$ cat config.mk
export PLATFORM = sky130hd
export DESIGN_NAME = bus_skid_stage_flat
export DESIGN_NICKNAME = d
export VERILOG_FILES = /design/src/rtl/bus_skid_stage_if.sv /design/src/rtl/bus_skid_stage.sv /design/src/flat_wrapper.sv
export SDC_FILE = /design/constraint.sdc
export NUM_CORES = 1
export LEC_CHECK = 0
export CAP_MARGIN = 30
export CORE_MARGIN = 2
export CORE_UTILIZATION = 45
export CTS_BUF_LIST = sky130_fd_sc_hd__clkbuf_16
export DETAILED_ROUTE_END_ITERATION = 8
export PLACE_DENSITY = 0.74
export SLEW_MARGIN = 20
export SYNTH_ARGS = -nofsm -noshare
export SYNTH_HDL_FRONTEND = slang
export SYNTH_SLANG_ARGS = --single-unit
$ cat constraint.sdc
create_clock -name clk -period 2.6 [get_ports clk]
set_input_delay 0.65 -clock clk [delete_from_list [all_inputs] [get_ports clk]]
set_output_delay 0.65 -clock clk [all_outputs]
set_load 0.05 [all_outputs]
$ cat src/rtl/bus_skid_stage_if.sv
// ---------------------------------------------------------------------------
// bus_skid_stage_if
//   One valid/ready handshake lane carrying a WIDTH-bit payload.
//   Signals:
//     valid  producer offers data this cycle
//     ready  consumer accepts data this cycle
//     data   payload
//   Modports:
//     master  drives valid/data, observes ready
//     slave   observes valid/data, drives ready
// ---------------------------------------------------------------------------
interface bus_skid_stage_if #(
    parameter int unsigned WIDTH = 8
) ();
    logic             valid;
    logic             ready;
    logic [WIDTH-1:0] data;

    modport master (output valid, output data, input ready);
    modport slave  (input valid, input data, output ready);
endinterface

$ cat src/rtl/bus_skid_stage.sv
// ---------------------------------------------------------------------------
// bus_skid_stage
//   Two-entry registered skid buffer between a producer that may stall and the
//   bus lane.
//   The upstream ready is a flop, so there is no combinational path from the
//   downstream ready back to the producer. Delivered beats are counted in a
//   wrapping counter for debug.
//   Ports:
//     clk         clock, all state on rising edge
//     rst_n       asynchronous active-low reset
//     up          slave lane from the producer (in_valid/in_ready/in_data)
//     dn          master lane to the bus buffer (out_valid/out_ready/out_data)
//     occupancy   beats held: 0, 1 or 2
//     xfer_count  output transfers, wraps modulo 2^CNT_W
// ---------------------------------------------------------------------------
module bus_skid_stage #(
    parameter int unsigned WIDTH = 8,
    parameter int unsigned CNT_W = 16
) (
    input  logic                 clk,
    input  logic                 rst_n,
    bus_skid_stage_if.slave      up,
    bus_skid_stage_if.master     dn,
    output logic [1:0]           occupancy,
    output logic [CNT_W-1:0]     xfer_count
);

    // Encoding doubles as the occupancy count.
    typedef enum logic [1:0] {
        StEmpty = 2'd0,
        StOne   = 2'd1,
        StFull  = 2'd2
    } state_e;

    state_e             state_q, state_d;
    logic [WIDTH-1:0]   main_q, main_d;
    logic [WIDTH-1:0]   skid_q, skid_d;
    logic               in_ready_q;
    logic [CNT_W-1:0]   cnt_q;
    logic               in_fire;
    logic               out_fire;

    assign in_fire  = up.valid & in_ready_q;
    assign out_fire = (state_q != StEmpty) & dn.ready;

    always_comb begin
        state_d = state_q;
        main_d  = main_q;
        skid_d  = skid_q;
        unique case (state_q)
            StEmpty: begin
                if (in_fire) begin
                    state_d = StOne;
                    main_d  = up.data;
                end
            end
            StOne: begin
                if (in_fire && out_fire) begin
                    main_d = up.data;
                end else if (in_fire) begin
                    state_d = StFull;
                    skid_d  = up.data;
                end else if (out_fire) begin
                    state_d = StEmpty;
                end
            end
            StFull: begin
                // in_ready is low here, so only the drain side can move.
                if (out_fire) begin
                    state_d = StOne;
                    main_d  = skid_q;
                end
            end
            default: begin
                state_d = StEmpty;
            end
        endcase
    end

    always_ff @(posedge clk or negedge rst_n) begin
        if (!rst_n) begin
            state_q    <= StEmpty;
            main_q     <= '0;
            skid_q     <= '0;
            in_ready_q <= 1'b0;
            cnt_q      <= '0;
        end else begin
            state_q    <= state_d;
            main_q     <= main_d;
            skid_q     <= skid_d;
            // Registered from next state: held low for the first cycle after reset.
            in_ready_q <= (state_d != StFull);
            if (out_fire) begin
                cnt_q <= cnt_q + CNT_W'(1);
            end
        end
    end

    assign up.ready   = in_ready_q;
    assign dn.valid   = (state_q != StEmpty);
    assign dn.data    = main_q;
    assign occupancy  = state_q;
    assign xfer_count = cnt_q;

endmodule

$ cat src/flat_wrapper.sv
// flat-port wrapper written by rule: the top's interface ports become plain ports
module bus_skid_stage_flat 
#(
    parameter int unsigned WIDTH = 8,
    parameter int unsigned CNT_W = 16
)
  (clk, rst_n, occupancy, xfer_count, up_valid, up_data, up_ready, dn_valid, dn_data, dn_ready);
  bus_skid_stage_if #(.WIDTH(WIDTH)) up_i ();
  bus_skid_stage_if #(.WIDTH(WIDTH)) dn_i ();
  input  logic clk;
  input  logic rst_n;
  output logic [1:0] occupancy;
  output logic [CNT_W-1:0] xfer_count;
  input wire logic [$bits(up_i.valid)-1:0] up_valid;
  input wire logic [$bits(up_i.data)-1:0] up_data;
  output wire logic [$bits(up_i.ready)-1:0] up_ready;
  output wire logic [$bits(dn_i.valid)-1:0] dn_valid;
  output wire logic [$bits(dn_i.data)-1:0] dn_data;
  input wire logic [$bits(dn_i.ready)-1:0] dn_ready;
  assign up_i.valid = up_valid;
  assign up_i.data = up_data;
  assign up_ready = up_i.ready;
  assign dn_valid = dn_i.valid;
  assign dn_data = dn_i.data;
  assign dn_i.ready = dn_ready;
  bus_skid_stage #(.WIDTH(WIDTH), .CNT_W(CNT_W)) u_core (.clk(clk), .rst_n(rst_n), .up(up_i), .dn(dn_i), .occupancy(occupancy), .xfer_count(xfer_count));
endmodule
==> results.json <==
{
  "p_per_area_nw_per_um2": 1160,
  "utilization_pct": 63.6,
  "die_h_um": 63.7,
  "power_leakage_nw": 0.912,
  "crit_chain": "or2_4, clkdlybuf4s50_1",
  "pwr-share-comb_pct": 42.8,
  "final_nets": 190,
  "htreeDepth": 2,
  "netlist.area_leader.share_pct": 54.7,
  "die-area_sq_um": 4050,
  "r2r_setup_slack_ns": 1.01,
  "vdd_drop_max_mv": 0.641,
  "critPathCaptureType": "output port",
  "max_freq_mhz": 402,
  "path_class": "reg -> out",
  "yosysMostFrequentCell": "dfrtp_1",
  "gp_congestion": 0.707,
  "wl_per_cell_um": 13.5,
  "slew_headroom_pct": 59.3,
  "cts_tree": "yes",
  "wl_um": 3020,
  "worstReg2RegEnd": "u_core.xfer_count[12]",
  "switching_share_pct": 41.0,
  "via_per_inst": 5.07,
  "rows": 21,
  "overflow": 0,
  "cap_violations": 0,
  "dr_total_vias": 1130,
  "worst_ep_arrival_time_ns": 1.84,
  "cts_sinks": 35,
  "yosysSeqAreaShare_pct": 54.7,
  "cts_buffers": 5,
  "yosys_warnings": 0,
  "grt_pass1_vias": 1186,
  "min_path_type": "reg -> reg",
  "p_switching_mw": 1.02,
  "syn_inst": 134,
  "cts_setup_buffers": 0,
  "port_buffers": 39,
  "critPathMaxFanout": 11,
  "rsz0062_at_grt": "false",
  "clk_pin_slew_ns": 0.05,
  "syn2layout_area_growth_pct": 34.7,
  "synth.avg_cell_area_sq_um": 12.0,
  "tightest_slew_ns": 0.610,
  "synthFlopType": "dfrtp_1",
  "drt.antenna.violating_nets": 0,
  "cts_hold_buf": 0,
  "worst_path_max_delay_cell": "clkdlybuf4s50_1",
  "finalSetupViolCount": 0,
  "p_int_mw": 1.48,
  "drtIter0Drc": 47,
  "clockPowerShare_pct": 22.1,
  "ys_top_cells_by_area": "dfrtp_1 (55%), xnor2_1 (6.6%), mux2_2 (6.3%)",
  "die_x_um": 63.7,
  "drc": 0,
  "cts-root-buf": "clkbuf_16",
  "async_flop_share_pct": 100,
  "timing.final.hold_violations": 0,
  "synth_edf_count": 0,
  "status": "finished clean",
  "critPathTopFamily": "buffers and inverters",
  "grt_use_total_pct": 17.7,
  "ios": 40,
  "grt_first_pass_wirelength_um": 5410,
  "hpwl_um": 2130,
  "fin_crit_sh_pct": 95.7,
  "final.setup.tns_ns": 0,
  "ys_ff_latch": 35,
  "antenna_found_initial": 0,
  "syn-num-nets": 147,
  "fin_worst_skew_ns": 0.00749,
  "reg2reg_depth": 4,
  "slowest_delay_ns": 0.80,
  "synthesis.area_sq_um": 1600,
  "ys_types": 34,
  "initial_core_util_pct": 47.2,
  "grt_max_degree": 36,
  "startpoint": "u_core.occupancy[1]",
  "drive_above_1_share_pct": 15.8,
  "synth_largest_area_cell": "dfrtp_1",
  "seqPwrFrac_pct": 35.1,
  "start_kind": "register",
  "timing.final.crit_period_ns": 2.49,
  "worstSetupEndpoint": "dn_valid",
  "antenna_cells": 0,
  "drv_slew": 0,
  "dr.pass1.iters": 4,
  "cts.repair.resized": 0,
  "clkLatencyLatePin_ns": 0.28,
  "r2r_start": "u_core.occupancy[1]",
  "cp.depth": 2,
  "clock_path_buffers": 2,
  "core-area_sq_um": 3390,
  "critPathBufInv": 1,
  "cp.required_ns": 1.95,
  "synth.top_cells.by_count": "dfrtp_1 (35), nand2_1 (22), xnor2_1 (12)"
}
==> area by class of cell <==
| type | count | area [sq um] |
|---|---|---|
| Clock buffer | 5 | 125 |
| Clock inverter | 2 | 8.76 |
| Fill cell | 267 | 1230 |
| Multi-Input combinational cell | 93 | 677 |
| Sequential cell | 35 | 876 |
| Tap cell | 46 | 57.6 |
| Timing Repair Buffer | 42 | 413 |
==> cells by family (layout without fill, tap and decap cells) <==
| family | count (synthesis) | after routing | share of synthesized area, % |
|---|---|---|---|
| AND/OR/NAND/NOR | 53 | 53 | 19.4 |
| flip-flops | 35 | 35 | 54.7 |
| AO/OA/AOI/OAI | 15 | 15 | 7.11 |
| XOR/XNOR | 15 | 15 | 8.67 |
| multiplexers | 9 | 9 | 6.33 |
| buffers and inverters | 6 | 49 | 3.05 |
| adder cells (fa/ha/maj) | 1 | 1 | 0.781 |
==> worst min-delay path by stage <==
stage	startpoint	end	slack [ns]	cells after the start
after detailed placement	u_core.xfer_count[15]	u_core.xfer_count[15]	0.47	1
after floorplan	rst_n	u_core.dn.data[0]	0.35	0
after CTS	u_core.xfer_count[15]	u_core.xfer_count[15]	0.48	1
after global placement	u_core.xfer_count[15]	u_core.xfer_count[15]	0.46	1
after global routing	u_core.xfer_count[15]	u_core.xfer_count[15]	0.51	1
final	u_core.xfer_count[15]	u_core.xfer_count[15]	0.48	1
==> power by group through the flow <==
stage | clock network, mW | registers, mW | logic (mW)
5_1_grt | 0.592 | 0.911 | 1.13
6_report | 0.553 | 0.877 | 1.07
3_5_place_dp | 0 | 0.885 | 1.07
2_1_floorplan | 0 | 1.26 | 0.350
4_1_cts | 0.567 | 0.879 | 1.08
3_3_place_gp | 0 | 0.873 | 1.06
==> registers in the layout (all words and copies together) (netlist names) <==
| signal | cells |
|---|---|
| u_core.up.ready | 1 |
| u_core.xfer_count | 16 |
| u_core.occupancy | 2 |
| u_core.skid_q | 8 |
| u_core.dn.data | 8 |
==> per-stage QoR <==
step | hold WS [ns] | setup slack [ns] | instances | total power [mW] | instance area (sq um)
2_1_floorplan | 0.354 | 0.827 | 134 | 1.61 | 1600
3_3_place_gp | 0.458 | 0.429 | 216 | 1.93 | 2020
3_5_place_dp | 0.471 | 0.397 | 216 | 1.96 | 2020
4_1_cts | 0.478 | 0.0974 | 223 | 2.53 | 2160
5_1_grt | 0.515 | 0.0557 | 223 | 2.63 | 2160
6_report | 0.477 | 0.112 | 223 | 2.50 | 2160
==> cells in the final DEF (no fill, tap or decap) <==
| cell type | instances |
|---|---|
| nand2_1 | 22 |
| clkinv_2 | 1 |
| nor2_1 | 9 |
| and4_2 | 1 |
| nor2b_1 | 1 |
| xor2_1 | 2 |
| and3_1 | 2 |
| buf_4 | 3 |
| a21o_1 | 1 |
| nand2_2 | 1 |
| nand2b_1 | 1 |
| clkinv_1 | 1 |
| nand3_2 | 2 |
| dfrtp_1 | 35 |
| xnor2_1 | 12 |
| a31oi_1 | 9 |
| o22ai_1 | 1 |
| nor4b_4 | 1 |
| or2_4 | 1 |
| clkbuf_16 | 5 |
| o2111a_2 | 1 |
| xnor2_2 | 1 |
| ha_1 | 1 |
| nand3_1 | 1 |
| nand4b_1 | 1 |
| and4_1 | 2 |
| nand3b_1 | 1 |
| nand4_1 | 4 |
| and3b_1 | 1 |
| o211ai_4 | 1 |
| mux2_2 | 9 |
| a21oi_1 | 2 |
| and2_1 | 1 |
| nand4_4 | 1 |
| clkdlybuf4s50_1 | 39 |
==> metal layers <==
metal | routed length (um) | vias to the layer above | global-route usage, %
li1 | - | 553 | -
met4 | 28 | 0 | 11.4
met3 | 149 | 4 | 4.11
met5 | 0 | - | 0
met2 | 1500 | 31 | 28.4
met1 | 1340 | 542 | 21.3
(Power assumes the default switching activity.)
